--- src/rtl/irq_controller_if.sv ---
// rtl/irq_controller_if.sv - interrupt source/mask inputs and CPU-facing request outputs
interface irq_controller_if #(
    parameter int NUM_IRQ = 6
);
    logic               stall;
    logic [NUM_IRQ-1:0] irqIn;
    logic [NUM_IRQ-1:0] irqEdge;
    logic [NUM_IRQ-1:0] irqClr;
    logic               timerIrq;
    logic [1:0]         swIP;
    logic [7:0]         statusIM;
    logic               statusIE;
    logic               statusEXL;
    logic               statusERL;
    logic               intAck;
    logic               interrupt;
    logic [7:0]         causeIP;
    logic [2:0]         irqId;

    modport master (
        output stall, irqIn, irqEdge, irqClr, timerIrq, swIP,
               statusIM, statusIE, statusEXL, statusERL, intAck,
        input  interrupt, causeIP, irqId
    );

    modport slave (
        input  stall, irqIn, irqEdge, irqClr, timerIrq, swIP,
               statusIM, statusIE, statusEXL, statusERL, intAck,
        output interrupt, causeIP, irqId
    );
endinterface

--- src/rtl/irq_controller.sv ---
// rtl/irq_controller.sv - synchronises, latches and masks IRQ sources into one interrupt request
module irq_controller #(
    parameter int NUM_IRQ     = 6,
    parameter int SYNC_STAGES = 2,
    parameter int HOLDOFF_MAX = 7
) (
    input logic              clk,
    input logic              rst,
    irq_controller_if.slave  bus
);
    typedef enum logic [1:0] {IDLE, ASSERT, HOLDOFF} state_t;

    logic [NUM_IRQ-1:0] sync_q [SYNC_STAGES];
    logic [NUM_IRQ-1:0] prev_q;
    logic [NUM_IRQ-1:0] pend_q;
    logic [NUM_IRQ-1:0] pend_d;
    logic [NUM_IRQ-1:0] s;
    logic [7:0]         cause_q;
    logic [7:0]         en;
    logic [2:0]         id_q;
    logic [2:0]         id_d;
    logic               int_req;
    logic               int_q;
    state_t             state_q;
    state_t             state_d;
    logic [2:0]         cnt_q;
    logic [2:0]         cnt_d;

    assign s = sync_q[SYNC_STAGES-1];

    // Edge lines: a fresh edge wins over a simultaneous clear.
    always_comb begin
        pend_d = '0;
        for (int i = 0; i < NUM_IRQ; i++) begin
            if (bus.irqEdge[i])
                pend_d[i] = (s[i] & ~prev_q[i]) | (pend_q[i] & ~bus.irqClr[i]);
            else
                pend_d[i] = s[i];
        end
    end

    assign en      = cause_q & bus.statusIM;
    assign int_req = (|en) & bus.statusIE & ~bus.statusEXL & ~bus.statusERL;

    always_comb begin
        id_d = 3'd0;
        for (int i = 0; i < 8; i++) begin
            if (en[i])
                id_d = 3'(i);
        end
    end

    always_ff @(posedge clk) begin
        if (!rst) begin
            for (int k = 0; k < SYNC_STAGES; k++)
                sync_q[k] <= '0;
            prev_q  <= '0;
            pend_q  <= '0;
            cause_q <= 8'd0;
            id_q    <= 3'd0;
        end else begin
            sync_q[0] <= bus.irqIn;
            for (int k = 1; k < SYNC_STAGES; k++)
                sync_q[k] <= sync_q[k-1];
            prev_q  <= s;
            pend_q  <= pend_d;
            cause_q <= {pend_q[5] | bus.timerIrq, pend_q[4:0], bus.swIP};
            id_q    <= id_d;
        end
    end

    always_comb begin
        state_d = state_q;
        cnt_d   = cnt_q;
        if (!bus.stall) begin
            case (state_q)
                IDLE: begin
                    if (int_req)
                        state_d = ASSERT;
                end
                ASSERT: begin
                    if (bus.intAck) begin
                        state_d = HOLDOFF;
                        cnt_d   = 3'd0;
                    end else if (!int_req) begin
                        state_d = IDLE;
                    end
                end
                HOLDOFF: begin
                    // Hold off until EXL/ERL is visible so the same source is not taken twice.
                    if (bus.statusEXL || bus.statusERL || cnt_q == 3'(HOLDOFF_MAX)) begin
                        state_d = IDLE;
                        cnt_d   = 3'd0;
                    end else begin
                        cnt_d = cnt_q + 3'd1;
                    end
                end
                default: state_d = IDLE;
            endcase
        end
    end

    always_ff @(posedge clk) begin
        if (!rst) begin
            state_q <= IDLE;
            cnt_q   <= 3'd0;
            int_q   <= 1'b0;
        end else begin
            state_q <= state_d;
            cnt_q   <= cnt_d;
            int_q   <= (state_d == ASSERT);
        end
    end

    assign bus.interrupt = int_q;
    assign bus.causeIP   = cause_q;
    assign bus.irqId     = id_q;
endmodule

--- src/flat_wrapper.sv ---
// flat-port wrapper written by rule: the top's interface ports become plain ports
module irq_controller_flat 
#(
    parameter int NUM_IRQ     = 6,
    parameter int SYNC_STAGES = 2,
    parameter int HOLDOFF_MAX = 7
)
  (clk, rst, bus_stall, bus_irqIn, bus_irqEdge, bus_irqClr, bus_timerIrq, bus_swIP, bus_statusIM, bus_statusIE, bus_statusEXL, bus_statusERL, bus_intAck, bus_interrupt, bus_causeIP, bus_irqId);
  irq_controller_if #(.NUM_IRQ(NUM_IRQ)) bus_i ();
  input logic clk;
  input logic rst;
  input wire logic [$bits(bus_i.stall)-1:0] bus_stall;
  input wire logic [$bits(bus_i.irqIn)-1:0] bus_irqIn;
  input wire logic [$bits(bus_i.irqEdge)-1:0] bus_irqEdge;
  input wire logic [$bits(bus_i.irqClr)-1:0] bus_irqClr;
  input wire logic [$bits(bus_i.timerIrq)-1:0] bus_timerIrq;
  input wire logic [$bits(bus_i.swIP)-1:0] bus_swIP;
  input wire logic [$bits(bus_i.statusIM)-1:0] bus_statusIM;
  input wire logic [$bits(bus_i.statusIE)-1:0] bus_statusIE;
  input wire logic [$bits(bus_i.statusEXL)-1:0] bus_statusEXL;
  input wire logic [$bits(bus_i.statusERL)-1:0] bus_statusERL;
  input wire logic [$bits(bus_i.intAck)-1:0] bus_intAck;
  output wire logic [$bits(bus_i.interrupt)-1:0] bus_interrupt;
  output wire logic [$bits(bus_i.causeIP)-1:0] bus_causeIP;
  output wire logic [$bits(bus_i.irqId)-1:0] bus_irqId;
  assign bus_i.stall = bus_stall;
  assign bus_i.irqIn = bus_irqIn;
  assign bus_i.irqEdge = bus_irqEdge;
  assign bus_i.irqClr = bus_irqClr;
  assign bus_i.timerIrq = bus_timerIrq;
  assign bus_i.swIP = bus_swIP;
  assign bus_i.statusIM = bus_statusIM;
  assign bus_i.statusIE = bus_statusIE;
  assign bus_i.statusEXL = bus_statusEXL;
  assign bus_i.statusERL = bus_statusERL;
  assign bus_i.intAck = bus_intAck;
  assign bus_interrupt = bus_i.interrupt;
  assign bus_causeIP = bus_i.causeIP;
  assign bus_irqId = bus_i.irqId;
  irq_controller #(.NUM_IRQ(NUM_IRQ), .SYNC_STAGES(SYNC_STAGES), .HOLDOFF_MAX(HOLDOFF_MAX)) u_core (.clk(clk), .rst(rst), .bus(bus_i));
endmodule
--- config.mk ---
export PLATFORM = sky130hd
export DESIGN_NAME = irq_controller_flat
export DESIGN_NICKNAME = d
export VERILOG_FILES = /design/src/rtl/irq_controller_if.sv /design/src/rtl/irq_controller.sv /design/src/flat_wrapper.sv
export SDC_FILE = /design/constraint.sdc
export NUM_CORES = 1
export LEC_CHECK = 0
export ABC_AREA = 1
export BUFFER_PORTS_ARGS = -buffer_cell sky130_fd_sc_hd__buf_2
export CAP_MARGIN = 5
export CORE_ASPECT_RATIO = 1.75
export CORE_MARGIN = 5
export CORE_UTILIZATION = 41
export CTS_BUF_LIST = sky130_fd_sc_hd__clkbuf_8
export DETAILED_ROUTE_END_ITERATION = 8
export PLACE_DENSITY = 0.66
export SLEW_MARGIN = 20
export SYNTH_ARGS = -nofsm -noshare
export SYNTH_HDL_FRONTEND = slang
export SYNTH_SLANG_ARGS = --single-unit
--- constraint.sdc ---
create_clock -name clk -period 2.32 [get_ports clk]
set_clock_uncertainty 0.2 [all_clocks]
set_input_delay 0.464 -clock clk [delete_from_list [all_inputs] [get_ports clk]]
set_output_delay 0.464 -clock clk [all_outputs]
set_load 0.05 [all_outputs]
==> impl_metrics.json, run 1 <==
{
  "io_buffers": 47,
  "core_um2": 3660,
  "cp.depth": 8,
  "period_share_pct": 75.7,
  "fin_tns_setup_ns": 0,
  "final-seq-area_um2": 821,
  "hpwlAfterDp_mm": 2.39,
  "fp.dieH_um": 91.8,
  "endpoint_kind": "flop",
  "antenna_found_initial": 0,
  "fp.dieArea_um2": 5210,
  "seq_area_frac_synth_pct": 52.3,
  "grt_pass1_vias": 1250,
  "maxSlewHeadroom_pct": 68.2,
  "clock_latency_ns": 0.28,
  "io_pins": 48,
  "final-max-slew-violation-count": 0,
  "htreeDepth": 2,
  "arrival_ns": 1.76,
  "rows": 29,
  "ctsResizeCount": 0,
  "postRouteAntennaNets": 0,
  "cpPeakStageDelay_ns": 0.42,
  "syn_avg_cell_area_um2": 8.17,
  "finish.utilization_pct": 52.7,
  "drt_iter0_drc": 15,
  "final_area_um2": 1930,
  "max-cap-violations": 0,
  "cts_tree": "yes",
  "multi_input_area_um2": 577,
  "worstMarginPinSlew_ns": 0.478,
  "ys_ff_latch": 41,
  "hold-worst-slack_ns": 0.161,
  "cts-hold-fix-buffers": 0,
  "synth_fp_nets": 234,
  "place_congestion": 0.892,
  "switching_share_pct": 23.1,
  "status": "finished clean",
  "placed_cell_area_um2": 1840,
  "initial_core_util_pct": 42.8,
  "worstSetupPathType": "flop to flop",
  "p_clk_share_pct": 34.1,
  "ir_worst_vdd_mv": 0.535,
  "comb_power_share_pct": 9.7,
  "rsz0062_at_grt": "false",
  "report.final.setup_viol": 0,
  "num_vias": 1294,
  "grtUsageTotal_pct": 12.3,
  "fin_nets": 285,
  "grt_pass1_wl_mm": 5.11,
  "yosys_warnings": 0,
  "worstPathCellList": "inv_1, ha_1, inv_2, nor3_4, inv_2, nor3_4, nor2_1, a211oi_2",
  "syn_inst": 192,
  "diodes": 0,
  "timing.rr.start": "u_core.state_q[1]",
  "start_kind": "flop",
  "hold_viol_final": 0,
  "yosysTopAreaCell": "dfxtp_1",
  "wl_mm": 2.94,
  "netlist_area_um2": 1570,
  "r2r_slack_ns": 0.56,
  "hold_path_depth": 3,
  "crit_fanout": 5,
  "post_synth_num_cell_types": 20,
  "cts_buffers": 5,
  "fin_crit_ns": 1.76,
  "wl_per_cell_um": 10.2,
  "cts.sinks": 41,
  "yosysTopAreaCellShare_pct": 52.3,
  "hp-class": "input pin to flop",
  "path_clk_slew_ns": 0.07,
  "cts_setup_buffers": 0,
  "critPathBufInv": 3,
  "grt-ovfl-total": 0,
  "dp.cells": 282,
  "reg2reg_to": "u_core.cnt_q[0]",
  "fmax_mhz": 569,
  "drtPass1Iterations": 4,
  "crit_path_top_delay_cell": "dfxtp_1",
  "path_delay_family": "flip-flops",
  "crit_end": "u_core.cnt_q[0]",
  "seqPwrFrac_pct": 56.3,
  "cp-startpoint": "u_core.state_q[1]",
  "drt-vias-per-instance": 4.48,
  "internal_power_mw": 1.00,
  "fp.dieW_um": 56.8,
  "final_cells": 289,
  "clk_path_buf_depth": 2,
  "rr_worst_depth": 8,
  "root_buffer": "clkbuf_8",
  "syn2layout_area_growth_pct": 23.0,
  "synthTopCellsByArea": "dfxtp_1 52%, nand2_1 14%, inv_1 8.1%",
  "cp.required_ns": 2.33,
  "power_density_nw_per_um2": 677,
  "n_fill_cell": 396,
  "grt_max_degree": 28,
  "drive_above_1_share_pct": 31.3,
  "drc": 0,
  "power_switching_mw": 0.303,
  "leakage_nw": 1.14
}
==> layout by cell type (no fill, tap or decap), drive strengths merged, types with 2 or more instances in the layout <==
cell type,count
a31oi,2
a21oi,9
nor2,12
dfxtp,41
clkbuf,6
buf,47
inv,42
nor3,2
nand3,6
ha,6
a31o,5
nand2,62
==> layer usage <==
metal | up-vias | global-route usage (%) | part of all wire [%]
met5 | - | 0 | 0
met4 | 0 | 7.35 | 2.8
met3 | 8 | 4.21 | 8.4
met2 | 41 | 21.4 | 53
met1 | 573 | 12.2 | 35
li1 | 672 | - | -
==> cell usage after synthesis, drive strengths merged <==
cell / count
a211oi: 1
a21oi: 9
a31o: 5
a31oi: 2
buf: 3
dfxtp: 41
ha: 6
inv: 41
nand2: 62
nand3: 6
nand3b: 1
nor2: 12
nor3: 2
o21ai: 1
==> state kept, by name, indices dropped and copies added, names as in the netlist <==
register and cells:
u_core.sync_q 12, u_core.bus.causeIP 8, u_core.pend_q 6, u_core.prev_q 6, u_core.bus.irqId 3, u_core.cnt_q 3
u_core.state_q 2, u_core.bus.interrupt 1
==> layout make-up <==
cell class,instances,area share [%]
sequential,41,42.5
clock inverter,1,0.194
tap,46,2.98
timing repair buffer,47,12.2
clock buffer,6,4.28
inverter,41,7.97
multi-input combinational,107,29.9
==> power by group through the flow <==
stage / Sequential [mW] / Combinational, mW / Clock [mW]
after floorplan: 0.778 / 0.0525 / 0
after global placement: 0.752 / 0.127 / 0
after detailed placement: 0.752 / 0.128 / 0
after CTS: 0.736 / 0.129 / 0.472
after global routing: 0.739 / 0.141 / 0.502
final: 0.736 / 0.126 / 0.446
==> worst min-delay path by stage <==
stage	start	to	slack, ns
floorplan	u_core.sync_q[0][4]	u_core.sync_q[0][10]	0.19
global placement	u_core.sync_q[0][5]	u_core.sync_q[0][11]	0.19
detailed placement	u_core.sync_q[0][1]	u_core.sync_q[0][7]	0.20
CTS	bus_swIP[1]	u_core.bus.causeIP[1]	0.15
global route	bus_swIP[0]	u_core.bus.causeIP[0]	0.16
finish	bus_irqIn[4]	u_core.sync_q[0][4]	0.16
==> logic make-up after synthesis <==
kind of cell	share of synthesized area, %
flip-flops	52.3
adder cells (fa/ha/maj)	4.78
AND/OR/NAND/NOR	24.4
buffers and inverters	10.9
AO/OA/AOI/OAI	7.58
==> worst reg2reg max path, stage by stage, from the launching register on <==
cell	delay [ns]
dfxtp_1	0.42
inv_1	0.11
ha_1	0.29
inv_2	0.04
nor3_4	0.18
inv_2	0.08
nor3_4	0.15
nor2_1	0.07
a211oi_2	0.14
==> stage by stage <==
stage                     power, mW  setup slack, ns
after floorplan               0.830            0.685
after global placement        0.879            0.580
after detailed placement      0.880            0.573
after CTS                      1.34            0.554
after global routing           1.38            0.447
final                          1.31            0.564
Power figures use the tool's default switching activity.
==> run 2, diff against run 1 <==
- PLACE_DENSITY: 0.66 -> 0.69
- clock period: 2.32 -> 1.5 ns (I/O delays scaled with it)
==> run 2 against run 1 <==
Against the previous run: the flow now finishes with violations (negative setup slack); first-iteration DRC count is 33% higher; worst hold slack worse by 0.14 ns; via count is 2.7% higher; flip-flop and latch count stayed put; register-to-register slack worse by 0.66 ns; sequential share of layout area is 3.1 points lower; utilization is 5.3 points higher; worst setup slack worse by 0.66 ns; non-clock buffer count is 15 higher; cell count is 5.5% higher; critical path type unchanged; critical endpoint is now u_core.cnt_q[2].
==> impl_metrics.json, run 2 (synthesis results as in run 1) <==
{
  "status": "finished with violations",
  "violations": "negative setup slack",
  "drc": 0,
  "fin_crit_ns": 1.60,
  "report.final.setup_viol": 5,
  "grt_pass1_vias": 1320,
  "clk_path_buf_depth": 2,
  "mostFrequentLayoutCell": "nand2_1",
  "arrival_ns": 1.61,
  "met3_usage_pct": 4.07,
  "power_density_nw_per_um2": 958,
  "io_pins": 48,
  "cts.sinks": 41,
  "fp.dieW_um": 56.8,
  "clock_latency_ns": 0.28,
  "drive_above_1_share_pct": 42.1,
  "busiest_layer": "met2",
  "top_register": "u_core.sync_q",
  "endpoint_kind": "flop",
  "crit_fanout": 3,
  "wl_mm": 3.05,
  "start_kind": "flop",
  "r2r_slack_ns": -0.1,
  "final-seq-area_um2": 838,
  "postRouteAntennaNets": 0,
  "initial_core_util_pct": 42.8,
  "leakage_nw": 1.20,
  "diodes": 0,
  "grt_pass1_wl_mm": 5.32,
  "cpPeakStageDelay_ns": 0.37,
  "syn2layout_area_growth_pct": 35.5,
  "num_vias": 1329,
  "fin_nets": 300,
  "finish.utilization_pct": 58.0,
  "drt-vias-per-instance": 4.36,
  "htreeDepth": 2,
  "setup_ws_ns": -0.0999,
  "drt_iter0_drc": 20,
  "wl_per_cell_um": 10.0,
  "fp.dieH_um": 91.8,
  "grt_use_met2_pct": 23.5,
  "power_mw": 2.04,
  "largest_reg_flops": 12,
  "root_buffer": "clkbuf_8",
  "grtUsageTotal_pct": 12.7,
  "dp.cells": 289,
  "fmax_mhz": 625,
  "antenna_found_initial": 0,
  "worstSetupPathType": "flop to flop",
  "cp.required_ns": 1.51,
  "grt_max_degree": 23,
  "ir_worst_vdd_mv": 0.845,
  "grt-ovfl-total": 0,
  "cts_buffers": 5,
  "maxSlewHeadroom_pct": 72.9,
  "final_area_um2": 2130,
  "hold-worst-slack_ns": 0.0212,
  "final_cells": 305,
  "layout_common_cells": "57 x nand2_1, 47 x buf_2, 31 x inv_1",
  "placed_cell_area_um2": 1920,
  "rows": 29,
  "path_clk_slew_ns": 0.08,
  "final-max-slew-violation-count": 0,
  "period_share_pct": 107,
  "crit_path_top_delay_cell": "dfxtp_4",
  "hp-class": "input pin to flop",
  "multi_input_area_um2": 621,
  "rsz0062_at_grt": "true",
  "met1_usage_pct": 12.8,
  "place_congestion": 0.838,
  "fp.dieArea_um2": 5210,
  "worstMarginPinSlew_ns": 0.407,
  "core_um2": 3660,
  "cts_tree": "yes",
  "n_fill_cell": 357,
  "hold_viol_final": 0,
  "io_buffers": 47,
  "hpwlAfterDp_mm": 2.41,
  "worstPathCellList": "inv_4, ha_4, inv_2, nor3_4, inv_2, nor3_4, nand2_1, a21oi_2",
  "max-cap-violations": 0,
  "drtPass1Iterations": 2
}
[run 2: cell types whose count changed in the layout (fill, tap and decap cells not counted), moves of 2 or more]
| cell | previous run | this run |
|---|---|---|
| ha_2 | 0 | 4 |
| dfxtp_2 | 0 | 11 |
| ha_1 | 6 | 1 |
| clkinvlp_4 | 0 | 2 |
| dlygate4sd3_1 | 0 | 7 |
| dfxtp_1 | 41 | 29 |
| buf_4 | 0 | 8 |
| inv_2 | 7 | 10 |
| inv_1 | 35 | 31 |
[run 2: layout make-up]
type                    count  share of cell area (%)
clock buffers               5                    3.24
flip-flops and latches     41                    39.4
clock inverters             3                   0.883
inverters                  41                    7.36
well taps                  46                    2.71
repair buffers             62                    17.2
multi-input cells         107                    29.2
[run 2: what timing repair did]
item	in CTS	in global routing
setup endpoints to repair	6	6
endpoints found under the hold margin	7	0
hold buffers	7	0
gates resized for setup	0	14
setup buffers	1	0
pin swaps	0	6
[run 2: worst paths after layout]
check	from	to	depth (start not counted)
worst max-delay path	u_core.state_q[0]	u_core.cnt_q[2]	8
worst min-delay path	bus_swIP[1]	u_core.bus.causeIP[1]	3
worst max register to register	u_core.state_q[0]	u_core.cnt_q[2]	8
worst min register to register	u_core.sync_q[0][5]	u_core.sync_q[0][11]	2
[run 2: where the power goes]
part	total [mW]	internal [mW]	switching [mW]	leakage, nW
logic	0.221	0.0909	0.130	0.820
clock network	0.678	0.321	0.357	0.0416
registers	1.14	1.12	0.0120	0.341
[run 2: layer usage]
layer,vias up,share of wire [%]
met5,-,0
met4,0,2.2
met3,8,7.0
met2,40,54
met1,579,37
li1,702,-
[run 2: critical path: cells and delay by family (launching register included)]
family,cells,cell delay [ns]
flops,1,0.37
compound gates,1,0.13
buf+inv,3,0.14
fa+ha+maj,1,0.25
simple gates,3,0.44
[run 2: through the flow]
step	TNS [ns]	setup slack, ns
6_report	-0.312	-0.0999
5_1_grt	-0.908	-0.196
4_1_cts	-0.386	-0.0894
3_5_place_dp	-0.340	-0.0799
3_3_place_gp	-0.145	-0.0415
2_1_floorplan	-0.0242	-0.0242
==> run 3, diff against run 2 <==
- CTS_BUF_LIST: sky130_fd_sc_hd__clkbuf_8 -> sky130_fd_sc_hd__clkbuf_4
==> run 3 against run 2 <==
Against the previous run: the flow still finishes with violations (negative setup slack); maximum frequency fell by 1.1%; clock power shrank 19%; final area up 3.5%; flip-flop and latch count stayed put; sequential share of layout area fell by 1.3 points; non-clock buffer count increased by 9; worst setup slack worse by 0.018 ns; worst hold slack improved by 0.0065 ns; die area is the same; critical endpoint unchanged.
==> impl_metrics.json, run 3 (synthesis results as in run 1) <==
{
  "fin_crit_ns": 1.62,
  "clock_latency_ns": 0.34,
  "endpoint_kind": "flop",
  "start_kind": "flop",
  "wl_per_cell_um": 9.95,
  "core_um2": 3660,
  "fin_tns_setup_ns": -0.421,
  "max-cap-violations": 0,
  "io_buffers": 47,
  "grt_max_degree": 23,
  "drt_iter0_drc": 8,
  "ir_worst_vdd_mv": 1.09,
  "fp.dieArea_um2": 5210,
  "diodes": 0,
  "fin_nets": 309,
  "drtPass1Iterations": 3,
  "place_congestion": 0.838,
  "setup_ws_ns": -0.118,
  "top_register": "u_core.sync_q",
  "drt-vias-per-instance": 4.36,
  "initial_core_util_pct": 42.8,
  "rows": 29,
  "mostFrequentLayoutCell": "nand2_1",
  "antenna_found_initial": 0,
  "final-seq-area_um2": 838,
  "report.final.setup_viol": 5,
  "multi_input_area_um2": 618,
  "hold_viol_final": 0,
  "grt_pass1_wl_mm": 5.38,
  "rsz0062_at_grt": "true",
  "final-max-slew-violation-count": 0,
  "postRouteAntennaNets": 0,
  "wl_mm": 3.12,
  "cp.required_ns": 1.58,
  "clk_path_buf_depth": 2,
  "fp.dieW_um": 56.8,
  "drc": 0,
  "syn2layout_area_growth_pct": 40.3,
  "finish.utilization_pct": 60.1,
  "hpwlAfterDp_mm": 2.41,
  "n_fill_cell": 350,
  "grt-ovfl-total": 0,
  "period_share_pct": 108,
  "fp.dieH_um": 91.8,
  "leakage_nw": 1.23,
  "root_buffer": "clkbuf_4",
  "io_pins": 48,
  "htreeDepth": 2,
  "cts_tree": "yes",
  "status": "finished with violations",
  "power_density_nw_per_um2": 875,
  "layout_common_cells": "57 x nand2_1, 42 x buf_2, 31 x inv_1",
  "worstSetupPathType": "flop to flop",
  "maxSlewHeadroom_pct": 73.0,
  "crit_fanout": 3,
  "hold-worst-slack_ns": 0.0278,
  "cts.sinks": 41,
  "grt_pass1_vias": 1333,
  "place_ws_ns": -0.0799,
  "grtUsageTotal_pct": 13.2,
  "largest_reg_flops": 12,
  "path_clk_slew_ns": 0.12,
  "fmax_mhz": 618,
  "cts_buffers": 5,
  "num_vias": 1370,
  "hp-class": "input pin to flop",
  "violations": "negative setup slack",
  "worstMarginPinSlew_ns": 0.406,
  "placed_cell_area_um2": 1920,
  "arrival_ns": 1.69,
  "final_area_um2": 2200,
  "drive_above_1_share_pct": 40.3
}
## run 3: cell count changes in the layout (fill, tap and decap cells not counted), sizes merged
cell | previous run | this run
dlygate4sd3 | 7 | 16
inv | 42 | 41
clkbuf | 5 | 11
buf | 55 | 50
## run 3: cell type report
type	instances	share of cell area, %
clock buffers	6	2.05
clock inverters	2	0.682
inverters	41	7.22
multi-input cells	107	28.1
flip-flops and latches	41	38.1
well taps	46	2.62
repair buffers	71	21.3
## run 3: what timing repair did
item / CTS / global route
buffers inserted: 1 / 0
hold buffers: 15 / 1
hold endpoints to repair: 15 / 1
gates resized for setup: 0 / 18
cloned: 0 / 0
setup endpoints to repair: 6 / 11
pin swaps: 0 / 4
## run 3: power by group
| group | total [mW] | switching (mW) | internal (mW) |
|---|---|---|---|
| Sequential | 1.14 | 0.0123 | 1.13 |
| Combinational | 0.241 | 0.133 | 0.108 |
| Clock | 0.547 | 0.345 | 0.201 |
| Total | 1.93 | 0.491 | 1.43 |
## run 3: critical path, stage by stage (launching register included)
cell and delay (ns):
dfxtp_4 0.39, inv_4 0.04, ha_4 0.25, inv_2 0.03, nor3_4 0.18, inv_2 0.07
nor3_4 0.17, nand2_1 0.10, a21oi_2 0.13
## run 3: per-stage QoR
step                      cells  power [mW]
after floorplan             192        1.29
after global placement      289        1.37
after detailed placement    289        1.37
after CTS                   313        1.95
after global routing        314        2.05
final                       314        1.93
## run 3: metal layers
layer	routed length [um]	global-route usage, %	up-vias
met5	0	0	-
met4	89	7.54	0
met3	205	4.21	8
met2	1670	23.6	36
met1	1160	12.9	602
li1	-	-	724
## run 3: final timing paths
kind / slack [ns] / startpoint / to / depth (start not counted)
hold / removal: 0.03 / bus_irqClr[4] / u_core.pend_q[4] / 3
hold reg to reg: 0.22 / u_core.sync_q[0][0] / u_core.sync_q[0][6] / 2
setup reg to reg: -0.12 / u_core.state_q[0] / u_core.cnt_q[2] / 8
setup / recovery: -0.12 / u_core.state_q[0] / u_core.cnt_q[2] / 8
